### config.mk
export PLATFORM = sky130hd
export DESIGN_NAME = pipeline_hazard_ctrl
export DESIGN_NICKNAME = d
export VERILOG_FILES = /design/src/rtl/pipeline_hazard_ctrl.sv
export SDC_FILE = /design/constraint.sdc
export NUM_CORES = 1
export LEC_CHECK = 0
export ABC_AREA = 1
export CORE_ASPECT_RATIO = 1.5
export CORE_MARGIN = 5
export CORE_UTILIZATION = 38
export CTS_CLUSTER_DIAMETER = 50
export DETAILED_ROUTE_END_ITERATION = 10
export PLACE_DENSITY = 0.79
export SLEW_MARGIN = 20
export SYNTH_ARGS = -nofsm -noshare
export SYNTH_HDL_FRONTEND = slang
export SYNTH_SLANG_ARGS = --single-unit
export TNS_END_PERCENT = 30
### constraint.sdc
create_clock -name clk -period 1.4 [get_ports clk]
set_clock_uncertainty 0.05 [all_clocks]
set_input_delay 0.28 -clock clk [delete_from_list [all_inputs] [get_ports clk]]
set_output_delay 0.28 -clock clk [all_outputs]
set_load 0.005 [all_outputs]
### src/rtl/pipeline_hazard_ctrl.sv
// pipeline_hazard_ctrl: stall/flush sequencer for load-use, redirect and memory-wait hazards; define PIPE_CTRL_PERF_EN for perf counters
module pipeline_hazard_ctrl #(
   parameter int MEM_TIMEOUT = 255,
   parameter int TO_W        = 16
) (
   input  logic        clk,
   input  logic        reset,
   input  logic [4:0]  id_rs1,
   input  logic [4:0]  id_rs2,
   input  logic        id_use_rs1,
   input  logic        id_use_rs2,
   input  logic [4:0]  ex_rd,
   input  logic        ex_mem_read,
   input  logic        ex_redirect,
   input  logic        mem_req,
   input  logic        mem_ready,
   input  logic        fault_clr,
   output logic        stall_if,
   output logic        stall_id,
   output logic        stall_ex,
   output logic        stall_mem,
   output logic        flush_id,
   output logic        flush_ex,
   output logic        flush_mem,
   output logic        flush_wb,
   output logic        mem_fault,
   output logic [31:0] perf_stall_cnt,
   output logic [31:0] perf_flush_cnt
);
   typedef enum logic [1:0] {S_RUN, S_MEM_WAIT, S_FAULT, S_RECOVER} state_t;
   state_t          state_q, state_d;
   logic [TO_W-1:0] cnt_q, cnt_d;
   logic            mem_fault_q, mem_fault_d;
   logic            load_use, hold, run_eval, purge, lu_stall;

   assign load_use = ex_mem_read && ex_rd != 5'd0 &&
                     ((id_use_rs1 && id_rs1 == ex_rd) || (id_use_rs2 && id_rs2 == ex_rd));
   assign hold     = state_q == S_FAULT ||
                     (!mem_ready && (state_q == S_MEM_WAIT || (state_q == S_RUN && mem_req)));
   assign run_eval = !hold && (state_q == S_RUN || state_q == S_MEM_WAIT);
   assign purge    = state_q == S_RECOVER;
   assign lu_stall = run_eval && !ex_redirect && load_use;

   assign flush_id  = purge || (run_eval && ex_redirect);
   assign flush_ex  = purge || (run_eval && (ex_redirect || load_use));
   assign flush_mem = purge;
   assign flush_wb  = purge || hold;
   assign stall_if  = hold || lu_stall;
   assign stall_id  = (hold || lu_stall) && !flush_id;
   assign stall_ex  = hold && !flush_ex;
   assign stall_mem = hold && !flush_mem;
   assign mem_fault = mem_fault_q;

   // next state and saturating wait counter
   always_comb begin
      state_d     = state_q;
      cnt_d       = cnt_q;
      case (state_q)
         S_RUN: begin
            state_d = (mem_req && !mem_ready) ? S_MEM_WAIT : S_RUN;
            cnt_d   = (mem_req && !mem_ready) ? TO_W'(1) : cnt_q;
         end
         S_MEM_WAIT: begin
            state_d = mem_ready ? S_RUN : (cnt_q == TO_W'(MEM_TIMEOUT) ? S_FAULT : S_MEM_WAIT);
            cnt_d   = (!mem_ready && cnt_q != '1) ? cnt_q + TO_W'(1) : cnt_q;
         end
         S_FAULT:  state_d = fault_clr ? S_RECOVER : S_FAULT;
         default:  state_d = S_RUN;
      endcase
      mem_fault_d = state_d == S_FAULT;
   end

   // state, counter and registered fault flag
   always_ff @(posedge clk or negedge reset) begin
      if (!reset) begin
         state_q     <= S_RUN;
         cnt_q       <= '0;
         mem_fault_q <= 1'b0;
      end else begin
         state_q     <= state_d;
         cnt_q       <= cnt_d;
         mem_fault_q <= mem_fault_d;
      end
   end

`ifdef PIPE_CTRL_PERF_EN
   logic [31:0] perf_stall_q, perf_stall_d, perf_flush_q, perf_flush_d;

   // saturating stall-cycle and flush-cycle counters
   always_comb begin
      perf_stall_d = (stall_if && perf_stall_q != '1) ? perf_stall_q + 32'd1 : perf_stall_q;
      perf_flush_d = ((flush_id || flush_ex || flush_mem || flush_wb) && perf_flush_q != '1) ?
                     perf_flush_q + 32'd1 : perf_flush_q;
   end

   // perf counter registers
   always_ff @(posedge clk or negedge reset) begin
      if (!reset) begin
         perf_stall_q <= '0;
         perf_flush_q <= '0;
      end else begin
         perf_stall_q <= perf_stall_d;
         perf_flush_q <= perf_flush_d;
      end
   end

   assign perf_stall_cnt = perf_stall_q;
   assign perf_flush_cnt = perf_flush_q;
`else
   assign perf_stall_cnt = '0;
   assign perf_flush_cnt = '0;
`endif
endmodule

==> results_dict.tcl <==
set metrics [dict create \
    seq_area_um2 475 \
    clk_latency_ns 0.25 \
    clockBufferDepth 2 \
    dpl.hpwl_um 4040 \
    met1_length_um 1820 \
    finalCriticalPeriod_ns 1.74 \
    synth_area_leaders "buf_4 (24%), dfrtp_1 (23%), nand2_1 (19%), nand3_1 (7.3%), inv_1 (6.7%)" \
    synth.cell_area_um2 2060 \
    vias_per_cell 4.39 \
    final_antenna_net_count 0 \
    post_synth.cell_area_avg_um2 6.39 \
    start_util_pct 38.4 \
    num_vias 2069 \
    grt_max_degree 20 \
    ir_drop_v 0.000420 \
    wl_um 5000 \
    rsz0062_at_grt "yes" \
    worst_setup_path_end_kind "output pin" \
    critPathRequiredTime_ns 1.07 \
    status "finished with violations" \
    critPathLaunchType "flop" \
    htreeDepth 1 \
    synth-seq-cells 19 \
    hold_buffers 0 \
    setup_viol_count_final 24 \
    grt-ovfl-total 0 \
    num-fill-cells 534 \
    finalMaxSlewViolations 0 \
    area_delta_synth_final_pct 31.0 \
    clkSlewWorstSetupHoldPaths_ns 0.07 \
    yosys_warnings 0 \
    max_freq_mhz 574 \
    gp_congestion 0.928 \
    leakage_nw 1.62 \
    multiInputGateArea_um2 1280 \
    layout_common_cells "nand2_1 (96), conb_1 (64), buf_4 (39)" \
    grt.total_usage_pct 13.0 \
    grt_pass1_wl_um 7630 \
    met3_length_um 396 \
    port_buffers 32 \
    worstPathArrival_ns 1.41 \
    cts_buffers 3 \
    finalHoldViolations 0 \
    path_class "flop to output pin" \
    drc 0 \
    antenna_found_initial 0 \
    ys_types 26 \
    min_path_type "primary input to async pin" \
    core-area_um2 5370 \
    initialDrtViolationCount 23 \
    wl_per_cell_um 10.6 \
    met2WireLength_um 2730 \
    synth.yosys.seq_area_share_pct 23.0 \
    fin_nets 427 \
    floorplan.rows 33 \
    placed_cell_area_um2 2520 \
    syn_inst 323 \
    root_buffer "clkbuf_8" \
    diodes 0 \
    post-route-period-util_pct 124 \
    violations "setup timing" \
    layout_commonest_cell "nand2_1" \
    dr.pass1.iters 4 \
    die_area_um2 7030 \
    path_max_fanout 3 \
    fp.dieH_um 100 \
    yosysTopAreaCellShare_pct 23.7 \
    stdcell_count 471 \
    maxCapViolCount 0 \
    clock-sinks 19 \
    cts_tree "built" \
    yosysTopAreaCell "buf_4" \
    dp.cells 459 \
    final_area_um2 2700 \
    tns_ns -3.10 \
    drive_above_1_share_pct 23.9 \
    die_w_um 70.2 \
    grt_pass1_vias 1817 \
    io_pins 97 \
    power_density_nw_per_um2 565 \
    dr.max_layer_used "met4" \
    layout_setup_ws_ns -0.342 \
]
-- sequential cells by signal, summed over array words and instances, names as in the netlist --
signal	count
state_q	2
cnt_q	16
mem_fault	1
-- layout make-up --
| cell class | count | area share (%) |
|---|---|---|
| Clock buffer | 3 | 1.53 |
| Clock inverter | 1 | 0.185 |
| Inverter | 39 | 5.60 |
| Multi-Input combinational cell | 260 | 47.3 |
| Sequential cell | 19 | 17.6 |
| Tap cell | 70 | 3.24 |
| Timing Repair Buffer | 79 | 24.6 |
-- cell usage after synthesis, drive strengths merged --
library cell,number
xnor2,2
buf,67
nand4,12
xor2,2
conb,1
nor3b,1
a31oi,1
o21ai,3
nand2,106
dfrtp,19
ha,1
nand3,30
nor2,36
a21oi,2
inv,38
clkbuf,1
clkinv,1
-- worst paths after layout --
kind	from	endpoint	slack, ns	cells after the start
max in group asynchronous	reset	cnt_q[7]$_DFFE_PN0P_	0.79	2
worst max register to register	cnt_q[1]$_DFFE_PN0P_	cnt_q[10]$_DFFE_PN0P_	-0.08	8
worst max-delay path	state_q[0]$_DFF_PN0_	stall_mem	-0.34	6
worst min-delay path	reset	cnt_q[3]$_DFFE_PN0P_	0.30	2
min in group clk	cnt_q[13]$_DFFE_PN0P_	cnt_q[13]$_DFFE_PN0P_	0.57	3
worst min register to register	cnt_q[13]$_DFFE_PN0P_	cnt_q[13]$_DFFE_PN0P_	0.57	3
-- kinds of logic (layout without fill, tap and decap cells) --
| kind of cell | after synthesis | in the layout | share of synthesized area (%) |
|---|---|---|---|
| AOI/OAI and AO/OA | 6 | 6 | 1.52 |
| buffers and inverters | 107 | 122 | 32.0 |
| DFF | 19 | 19 | 23.0 |
| other | 1 | 64 | 0.182 |
| xor gates and xnor gates | 4 | 4 | 1.70 |
| and+or+nand+nor | 185 | 185 | 40.9 |
| adders and majority gates | 1 | 1 | 0.606 |
-- metrics by stage --
step	util, %	setup WS [ns]	power [mW]	hold WS (ns)
2_1_floorplan	-	-0.0371	0.990	-0.0656
3_3_place_gp	46.9	-0.821	1.09	0.542
3_5_place_dp	46.9	-0.848	1.11	0.554
4_1_cts	48.9	-0.333	1.52	0.305
5_1_grt	50.4	-0.427	1.63	0.317
6_report	50.4	-0.342	1.53	0.304
-- worst max-delay path, stage by stage, from the launching register on --
cell             delay (ns)
dfrtp_1                0.40
buf_6                  0.13
nand3_4                0.08
nand3_4                0.10
buf_4                  0.15
buf_6                  0.11
clkdlybuf4s15_1        0.19
-- layer usage --
metal / GRT usage, % / vias up
li1: - / 1025
met3: 1.80 / 8
met2: 26.7 / 89
met1: 13.3 / 947
met4: 3.39 / 0
met5: 0 / -
-- power by group --
group          switching [mW]  internal, mW  total [mW]
Clock                   0.183         0.198       0.381
Sequential             0.0302         0.575       0.605
Combinational           0.289         0.252       0.541
-- timing repair --
item | CTS | global route
setup buffers | 4 | 4
pin swaps | 19 | 15
endpoints found under the setup margin | 28 | 27
gates resized for setup | 75 | 19
Note: power is estimated with default switching activity, not from simulation.
